===== src/rtl/mem_arbiter.sv =====
// Two-port (fetch/data) arbiter in front of a single fixed-latency memory.
// One access in flight at a time; illegal accesses are answered locally with a fault.
module mem_arbiter #(
  parameter logic [31:0] INST_BASE    = 32'h0040_0000,
  parameter int unsigned INST_SPACE   = 1024,
  parameter logic [31:0] STATIC_BASE  = 32'h1000_0000,
  parameter int unsigned STATIC_SPACE = 1024,
  parameter logic [31:0] DYN_BASE     = 32'h1000_8000,
  parameter int unsigned DYN_SPACE    = 1024,
  parameter int unsigned MEM_LATENCY  = 2,
  parameter int unsigned STARVE_LIMIT = 4
) (
  input  logic        clk,
  input  logic        rst_n,
  input  logic        if_valid,
  input  logic [31:0] if_addr,
  output logic        if_ready,
  output logic        if_rvalid,
  output logic [31:0] if_rdata,
  output logic        if_fault,
  input  logic        d_valid,
  input  logic        d_we,
  input  logic [31:0] d_addr,
  input  logic [31:0] d_wdata,
  input  logic [3:0]  d_be,
  output logic        d_ready,
  output logic        d_rvalid,
  output logic [31:0] d_rdata,
  output logic        d_fault,
  output logic        mem_req,
  output logic        mem_we,
  output logic [31:0] mem_addr,
  output logic [31:0] mem_wdata,
  output logic [3:0]  mem_be,
  input  logic [31:0] mem_rdata
);

  localparam logic [3:0] STARVE_MAX = 4'(STARVE_LIMIT);
  localparam logic [3:0] LAT_INIT   = 4'(MEM_LATENCY - 1);

  typedef enum logic [1:0] {IDLE, WAIT, RESP} state_t;

  typedef struct packed {
    logic        we;
    logic [31:0] addr;
    logic [31:0] wdata;
    logic [3:0]  be;
  } req_t;

  state_t     state;
  logic [3:0] starve_cnt;
  logic [3:0] lat_cnt;
  logic       owner_i;
  logic       owner_we;

  logic idle, grant_i, grant_d, grant, g_fault, in_inst, in_any;
  req_t g;

  // 33-bit compare so a region ending exactly at 2^32 does not wrap to zero.
  function automatic logic hit(input logic [31:0] a, input logic [31:0] base,
                               input int unsigned space);
    logic [32:0] x, lo, hi;
    x  = {1'b0, a};
    lo = {1'b0, base};
    hi = lo + 33'(space);
    return (x >= lo) && (x < hi);
  endfunction

  always_comb begin
    // Gating with rst_n keeps the readies and strobe low while reset is held.
    idle    = (state == IDLE) && rst_n;
    grant_i = idle && if_valid && (!d_valid || (starve_cnt == STARVE_MAX));
    grant_d = idle && d_valid && !grant_i;
    grant   = grant_i || grant_d;
    g       = '0;
    if (grant_i)      g.addr = if_addr;
    else if (grant_d) g = '{we: d_we, addr: d_addr, wdata: d_wdata, be: d_be};
    in_inst = hit(g.addr, INST_BASE, INST_SPACE);
    in_any  = in_inst || hit(g.addr, STATIC_BASE, STATIC_SPACE)
                      || hit(g.addr, DYN_BASE, DYN_SPACE);
    g_fault = (g.addr[1:0] != 2'b00) || !in_any || (grant_i && !in_inst)
           || (g.we && in_inst) || (g.we && (g.be == 4'h0));
  end

  assign if_ready  = grant_i;
  assign d_ready   = grant_d;
  assign mem_req   = grant && !g_fault;
  assign mem_we    = mem_req && g.we;
  assign mem_addr  = mem_req ? g.addr  : '0;
  assign mem_wdata = mem_req ? g.wdata : '0;
  assign mem_be    = mem_req ? g.be    : '0;

  always_ff @(posedge clk or negedge rst_n) begin
    if (!rst_n) begin
      state      <= IDLE;
      starve_cnt <= '0;
      lat_cnt    <= '0;
      owner_i    <= 1'b0;
      owner_we   <= 1'b0;
      if_rvalid  <= 1'b0;
      if_rdata   <= '0;
      if_fault   <= 1'b0;
      d_rvalid   <= 1'b0;
      d_rdata    <= '0;
      d_fault    <= 1'b0;
    end else begin
      if (!if_valid || grant_i)
        starve_cnt <= '0;
      else if (grant_d && (starve_cnt != STARVE_MAX))
        starve_cnt <= starve_cnt + 4'd1;

      // Response fields are single-cycle pulses; everything drops back to 0 after RESP.
      if_rvalid <= 1'b0;
      if_rdata  <= '0;
      if_fault  <= 1'b0;
      d_rvalid  <= 1'b0;
      d_rdata   <= '0;
      d_fault   <= 1'b0;

      case (state)
        IDLE: begin
          if (grant) begin
            owner_i  <= grant_i;
            owner_we <= g.we;
            if (g_fault) begin
              state     <= RESP;
              if_rvalid <= grant_i;
              if_fault  <= grant_i;
              d_rvalid  <= grant_d;
              d_fault   <= grant_d;
            end else begin
              state   <= WAIT;
              lat_cnt <= LAT_INIT;
            end
          end
        end
        WAIT: begin
          if (lat_cnt == 4'd0) begin
            state     <= RESP;
            if_rvalid <= owner_i;
            d_rvalid  <= !owner_i;
            if (owner_i)        if_rdata <= mem_rdata;
            else if (!owner_we) d_rdata  <= mem_rdata;
          end else begin
            lat_cnt <= lat_cnt - 4'd1;
          end
        end
        RESP:    state <= IDLE;
        default: state <= IDLE;
      endcase
    end
  end

endmodule


===== config.mk =====
export PLATFORM = sky130hd
export DESIGN_NAME = mem_arbiter
export DESIGN_NICKNAME = d
export VERILOG_FILES = /design/src/rtl/mem_arbiter.sv
export SDC_FILE = /design/constraint.sdc
export NUM_CORES = 1
export LEC_CHECK = 0
export BUFFER_PORTS_ARGS = -buffer_cell sky130_fd_sc_hd__buf_2
export CAP_MARGIN = 0
export CORE_AREA = 4 4 106 108
export DETAILED_ROUTE_END_ITERATION = 16
export DIE_AREA = 0 0 110 112
export GPL_ROUTABILITY_DRIVEN = 0
export PLACE_DENSITY_LB_ADDON = 0.15
export SKIP_LAST_GASP = 1
export SLEW_MARGIN = 20
export SYNTH_ARGS = -nofsm -noshare
export SYNTH_HDL_FRONTEND = slang
export SYNTH_SLANG_ARGS = --single-unit

===== constraint.sdc =====
create_clock -name clk -period 4.6 [get_ports clk]
set_clock_uncertainty 0.2 [all_clocks]
set_input_delay 0.23 -clock clk [delete_from_list [all_inputs] [get_ports clk]]
set_output_delay 0.23 -clock clk [all_outputs]
set_load 0.05 [all_outputs]

==> Flow_metrics.wiki, run 1 <==
{| class="wikitable"
! Metric !! Value
|-
| Max-Cap Viols || 0
|-
| Die boundary height || 112 um
|-
| Endpoint type of the worst setup path || primary output
|-
| Number of synthesized register bits || 80
|-
| Crit Reg-Reg Endpoint || d_rvalid
|-
| Leakage Power || 0.003179 uW
|-
| Slew at the pin closest to its max-slew limit || 1.009 ns
|-
| Via count || 3467
|-
| Mapped cell area || 0.003749 mm2
|-
| Reg2reg path depth || 10
|-
| Critical path type || in2out
|-
| Ratio of routed vias to standard cells || 4.491
|-
| Avg Synthesized Cell Area || 10.99 um2
|-
| Share of cells above drive strength 1 || 46.77%
|-
| Number of rows created at floorplan || 37
|-
| Critical path cell sequence || dlygate4sd3_1 > buf_4 > or3b_1 > a2111oi_4 > a2bb2oi_2 > o221ai_2 > or3_1 > inv_2 > buf_2
|-
| Startpoint type of the worst setup path || input port
|-
| Achievable clock frequency || 0.2458 GHz
|-
| Placed Cells || 721
|-
| Largest net degree at the start of global routing || 60
|-
| Power density over the cells || 309.7 mW/mm2
|-
| Initial DRC Count || 124
|-
| Cell accounting for the most synthesized area || dfrtp_1
|-
| Input/output buffers || 255
|-
| Antenna violations before repair || 1
|-
| Fin cells || 772
|-
| Clock period minus worst slack || 4.068 ns
|-
| Router iterations before antenna repair || 4
|-
| NumNets Final || 770
|-
| Vias in the first global route || 3544
|-
| Total Neg Setup Slack || 0 ns
|-
| Synth-to-Final Area Change || 49.20%
|-
| Worst slew margin relative to its limit || 32.76%
|-
| Starting Density || 36.64%
|-
| Aggregate global-route resource usage || 18.53%
|-
| Hold Path Stages || 3
|-
| Warnings, synthesis || 0
|-
| Clock tree from TritonCTS || built
|-
| Post-Route WL || 11670 um
|-
| Number of buffers inserted during clock tree synthesis || 9
|-
| Post-synth EDFFs || 0
|-
| Clock slew at the register clock pins of the worst setup and hold paths || 0.08 ns
|-
| Maximum single-stage delay on the critical path || 0.78 ns
|-
| Die width || 110 um
|-
| Final routed wire length divided by cell count || 15.11 um
|-
| Leading post-synthesis cells by cell area || dfrtp_1, and2_1, buf_4, nor2_4, a22oi_1
|-
| Hold worst-path end || starve_cnt[2]
|-
| CTS Root Buffer Type || clkbuf_8
|-
| Top-area cell type share of the netlist area || 53.40%
|-
| Count of nets left with antenna violations after detail routing || 0
|-
| Number of sinks handled by clock tree synthesis || 80
|-
| Seq/Total Area, Yosys || 53.40%
|-
| Most used cells in the layout excluding fill and tap cells || buf_2, and2_1, dfrtp_1, dlygate4sd3_1, conb_1
|-
| Critical-path cell with the highest stage delay || or3_1
|-
| Beginning of the critical path || rst_n
|-
| Largest voltage drop on the vdd net || 0.0001884 V
|-
| Worst flop-to-flop path startpoint || starve_cnt[0]
|-
| Most common library cell in the layout ignoring fill and taps || buf_2
|-
| Final number of hold-violating endpoints || 0
|-
| Final worst-path cycle share || 88.43%
|-
| Clock network latency to the later pin of the worst-skew pair || 0.35 ns
|-
| Clock buffer depth || 2
|-
| Depth of the CTS H-tree || 3
|-
| Drc violations || 0
|-
| DIE AREA || 0.01232 mm2
|-
| Total half-perimeter wirelength after legalization and detailed placement || 9130 um
|-
| FILL cells || 927
|-
| Placeable core area || 0.01023 mm2
|-
| Dominant register cell in the synthesized netlist || dfrtp_1
|-
| Critical Path Fanout Max || 26
|-
| Endpoint required time on the critical path || 4.17 ns
|-
| Cell count after synthesis || 341
|-
| Startpoint of the worst hold path || d_valid
|-
| Fin. max-slew vios || 0
|-
| Outcome || finished, final reports clean
|-
| Post-layout util || 54.67%
|-
| Overflow left after global routing || 0
|-
| Proportion of synthesized flip-flops having asynchronous set or reset || 100.0%
|-
| Setup slack on the worst flop-to-flop path || 1.24 ns
|-
| Setup-failing EPs final || 0
|-
| Cell variety after synth || 48
|-
| Kind of path behind the tightest hold check || in2reg
|-
| First-pass GRT wire length || 17530 um
|-
| Num ports || 277
|-
| Unrepaired setup endpoints after global routing || no
|-
| Crit path arrival time || 3.64 ns
|}
==> worst max-delay path by stage <==
stage                        to  slack (ns)  depth (start not counted)
finish                  mem_req        0.53                          9
global placement        mem_req         1.0                         10
CTS                     mem_req        0.46                          9
detailed placement      mem_req        0.93                         10
floorplan           mem_addr[2]        1.47                          9
global route            mem_req        0.28                          9
==> sequential cells by signal, summed over array words and instances (netlist names) <==
name / cells
d_rvalid: 1
state: 2
d_fault: 1
starve_cnt: 4
lat_cnt: 4
owner_we: 1
d_rdata: 32
if_fault: 1
if_rdata: 32
if_rvalid: 1
owner_i: 1
==> power breakdown <==
part / switching (uW) / total [uW] / internal (uW)
Combinational: 290 / 432 / 142
Sequential: 30.3 / 778 / 748
Clock: 253 / 522 / 270
Total: 573 / 1730 / 1160
==> stage by stage <==
stage | power, uW | cell area (um2) | hold slack (ns) | setup slack (ns)
6_report | 1732 | 5593 | 0.07349 | 0.5322
5_1_grt | 1827 | 5593 | 0.07358 | 0.2822
4_1_cts | 1761 | 5589 | 0.05089 | 0.4646
3_5_place_dp | 1204 | 5044 | -0.04263 | 0.9253
3_3_place_gp | 1200 | 5044 | -0.04729 | 0.9960
2_1_floorplan | 1086 | 3824 | -0.2656 | 1.474
==> routing by layer <==
layer | track usage [%] | routed length (um) | vias up
li1 | - | - | 1659
met1 | 21.40 | 4376 | 1627
met2 | 32.16 | 5938 | 164
met3 | 6.261 | 1178 | 17
met4 | 5.320 | 174 | 0
met5 | 0 | 0 | -
==> synthesized netlist by cell type (2+ instances only) <==
library cell and number:
o21ai_0 3, ha_1 3, nor3_1 4, clkbuf_1 8, a211oi_1 2, buf_6 5, xnor2_1 2, nor2_4 9
nand3_1 3, inv_2 2, inv_1 7, and2_1 102, a22oi_1 9, buf_4 21, nor2_1 16, nand2_1 15
nor4_1 10, dfrtp_1 80, a21oi_1 9, or3b_1 2, o21ai_1 2
==> worst max-delay path, delay by kind of cell <==
family,cells,cell delay [ns]
buffers and inverters,4,1.46
AND/OR/NAND/NOR,2,1.30
AO/OA/AOI/OAI,3,0.63
==> kinds of logic after synthesis <==
family | Yosys count | synth area share, %
buffers and inverters | 44 | 7.944
AOI/OAI and AO/OA | 36 | 7.577
adders and majority gates | 3 | 1.001
and+or+nand+nor | 175 | 29.51
DFF | 80 | 53.40
xor gates and xnor gates | 2 | 0.4674
other | 1 | 0.1000
==> repair_timing <==
action                    in CTS  in global routing
hold endpoints to repair      87                  0
buffers inserted               0                  0
hold buffers                  34                  0
resized for setup              0                  0
==> area by class of cell <==
class                           instances  area, um2  share of cell area, %
Inverter                                9      33.78                 0.6040
Multi-Input combinational cell        237       1530                  27.36
Timing Repair Buffer                  293       1649                  29.49
Tap cell                              136      170.2                  3.043
Clock inverter                          5      63.81                  1.141
Sequential cell                        80       2002                  35.79
Antenna cell                            1      2.502                0.04474
Clock buffer                           11      141.4                  2.528
Note: power is estimated with default switching activity, not from simulation.
==> inputs of run 2 (changes only) <==
--- a/config.mk
+++ b/config.mk
@@ -12,6 +12,7 @@
 export DIE_AREA = 0 0 110 112
 export GPL_ROUTABILITY_DRIVEN = 0
 export PLACE_DENSITY_LB_ADDON = 0.15
+export RECOVER_POWER = 100
 export SKIP_LAST_GASP = 1
 export SLEW_MARGIN = 20
 export SYNTH_ARGS = -nofsm -noshare
==> run 2 against run 1 <==
Compared with the run above:
- die area stayed put
- non-clock buffer count stayed put
- clock power hardly changed
- critical path type unchanged
- largest cell class unchanged
- largest power group unchanged
==> Flow_metrics.wiki, run 2 (synthesis gave the netlist of run 1 again) <==
{| class="wikitable"
! Metric !! Value
|-
| Die boundary height || 112 um
|-
| Via count || 3483
|-
| Post-layout util || 53.15%
|-
| Final number of hold-violating endpoints || 0
|-
| Post-Route WL || 11710 um
|-
| Setup-failing EPs final || 0
|-
| Overflow left after global routing || 0
|-
| Unrepaired setup endpoints after global routing || no
|-
| First-pass GRT wire length || 17530 um
|-
| Slew at the pin closest to its max-slew limit || 1.375 ns
|-
| Starting Density || 36.64%
|-
| Area used by multi-input combinational logic || 0.001529 mm2
|-
| Aggregate global-route resource usage || 18.53%
|-
| Endpoint type of the worst setup path || primary output
|-
| Leakage Power || 0.002630 uW
|-
| Clock buffer depth || 2
|-
| Clock period minus worst slack || 4.209 ns
|-
| Endpoint required time on the critical path || 4.17 ns
|-
| Power density over the cells || 317.6 mW/mm2
|-
| NumNets Final || 770
|-
| Achievable clock frequency || 0.2376 GHz
|-
| Most used cells in the layout excluding fill and tap cells || buf_2, clkbuf_1, dfrtp_1, and2_1, and2_0
|-
| Largest net degree at the start of global routing || 60
|-
| Critical Path Fanout Max || 26
|-
| Most common library cell in the layout ignoring fill and taps || buf_2
|-
| Outcome || finished, final reports clean
|-
| Fin. max-slew vios || 0
|-
| Post-CTS sizing || 0
|-
| Router iterations before antenna repair || 4
|-
| Clock network latency to the later pin of the worst-skew pair || 0.35 ns
|-
| Worst slew margin relative to its limit || 8.319%
|-
| Critical path type || in2out
|-
| DIE AREA || 0.01232 mm2
|-
| Number of rows created at floorplan || 37
|-
| Final worst-path cycle share || 91.49%
|-
| FILL cells || 991
|-
| Startpoint type of the worst setup path || input port
|-
| Final routed wire length divided by cell count || 15.17 um
|-
| Drc violations || 0
|-
| Die width || 110 um
|-
| Max-Cap Viols || 0
|-
| Antenna violations before repair || 1
|-
| Placeable core area || 0.01023 mm2
|-
| Input/output buffers || 255
|-
| Kind of path behind the tightest hold check || in2reg
|-
| Crit path arrival time || 3.78 ns
|-
| Num ports || 277
|-
| CTS Root Buffer Type || clkbuf_8
|-
| Share of cells above drive strength 1 || 28.03%
|-
| Total half-perimeter wirelength after legalization and detailed placement || 9130 um
|-
| Total Neg Setup Slack || 0 ns
|-
| Top flop regs || d_rdata x32, if_rdata x32
|-
| Worst Hold Slack || 0.07457 ns
|-
| Ratio of routed vias to standard cells || 4.512
|-
| Vias in the first global route || 3544
|-
| Depth of the CTS H-tree || 3
|-
| Clock slew at the register clock pins of the worst setup and hold paths || 0.08 ns
|-
| Number of sinks handled by clock tree synthesis || 80
|-
| Synth-to-Final Area Change || 45.06%
|-
| Count of nets left with antenna violations after detail routing || 0
|-
| Clock tree from TritonCTS || built
|-
| Initial DRC Count || 88
|-
| Largest voltage drop on the vdd net || 0.0001869 V
|-
| Number of buffers inserted during clock tree synthesis || 9
|-
| Area occupied by registers || 0.002002 mm2
|}
[run 2: cell count changes in the layout (fill, tap and decap cells not counted), sizes merged]
| cell | change |
|---|---|
| clkbuf | +121 |
| buf | -121 |
[run 2: worst max-delay path: stages]
cell and delay (ns):
dlygate4sd3_1 0.55, buf_4 0.31, or3b_1 0.52, a2111oi_4 0.27, a2bb2oi_2 0.21, o221ai_2 0.15
or3_1 0.79, nor2_1 0.24, clkbuf_1 0.49
[run 2: area by class of cell]
class	count	share of cell area, %
Inverter	9	0.6213
Multi-Input combinational cell	237	28.12
Antenna cell	1	0.04602
Clock inverter	5	1.173
Clock buffer	11	2.600
Timing Repair Buffer	293	27.50
Tap cell	136	3.129
Sequential cell	80	36.82
[run 2: stage by stage]
stage | cells | worst slack [ns] | total power (uW) | cell area, um2
5_1_grt | 772 | 0.1720 | 1819 | 5438
3_5_place_dp | 721 | 0.9253 | 1204 | 5044
2_1_floorplan | 361 | 1.474 | 1086 | 3824
4_1_cts | 771 | 0.4646 | 1761 | 5589
3_3_place_gp | 721 | 0.9960 | 1200 | 5044
6_report | 772 | 0.3915 | 1727 | 5438
[run 2: path summary, 6_finish.rpt]
kind,from,end,slack [ns],cells after the start
setup / recovery,rst_n,mem_addr[3],0.39,9
hold / removal,d_valid,starve_cnt[2],0.07,3
setup reg to reg,starve_cnt[0],d_rvalid,1.24,10
hold reg to reg,owner_we,owner_we,0.36,2
max in group asynchronous,rst_n,if_rdata[23],2.41,3
min in group asynchronous,rst_n,state[1],0.15,2
[run 2: report_power, final]
group / leakage (uW) / internal, uW / total [uW] / switching (uW)
Combinational: 0.00143 / 133 / 424 / 290
Clock: 0.000100 / 270 / 525 / 255
Sequential: 0.00110 / 748 / 779 / 30.9
[run 2: what timing repair did]
item,4_1_cts,5_1_grt
endpoints found under the hold margin,87,0
buffers inserted,0,0
hold buffers,34,0
[run 2: metal layers]
layer | share of wire (%) | wire (um) | up-vias | track usage [%]
met3 | 9.7 | 1137 | 17 | 6.261
met1 | 38 | 4458 | 1663 | 21.40
met2 | 51 | 5946 | 143 | 32.16
met5 | 0 | 0 | - | 0
li1 | - | - | 1660 | -
met4 | 1.4 | 169 | 0 | 5.320
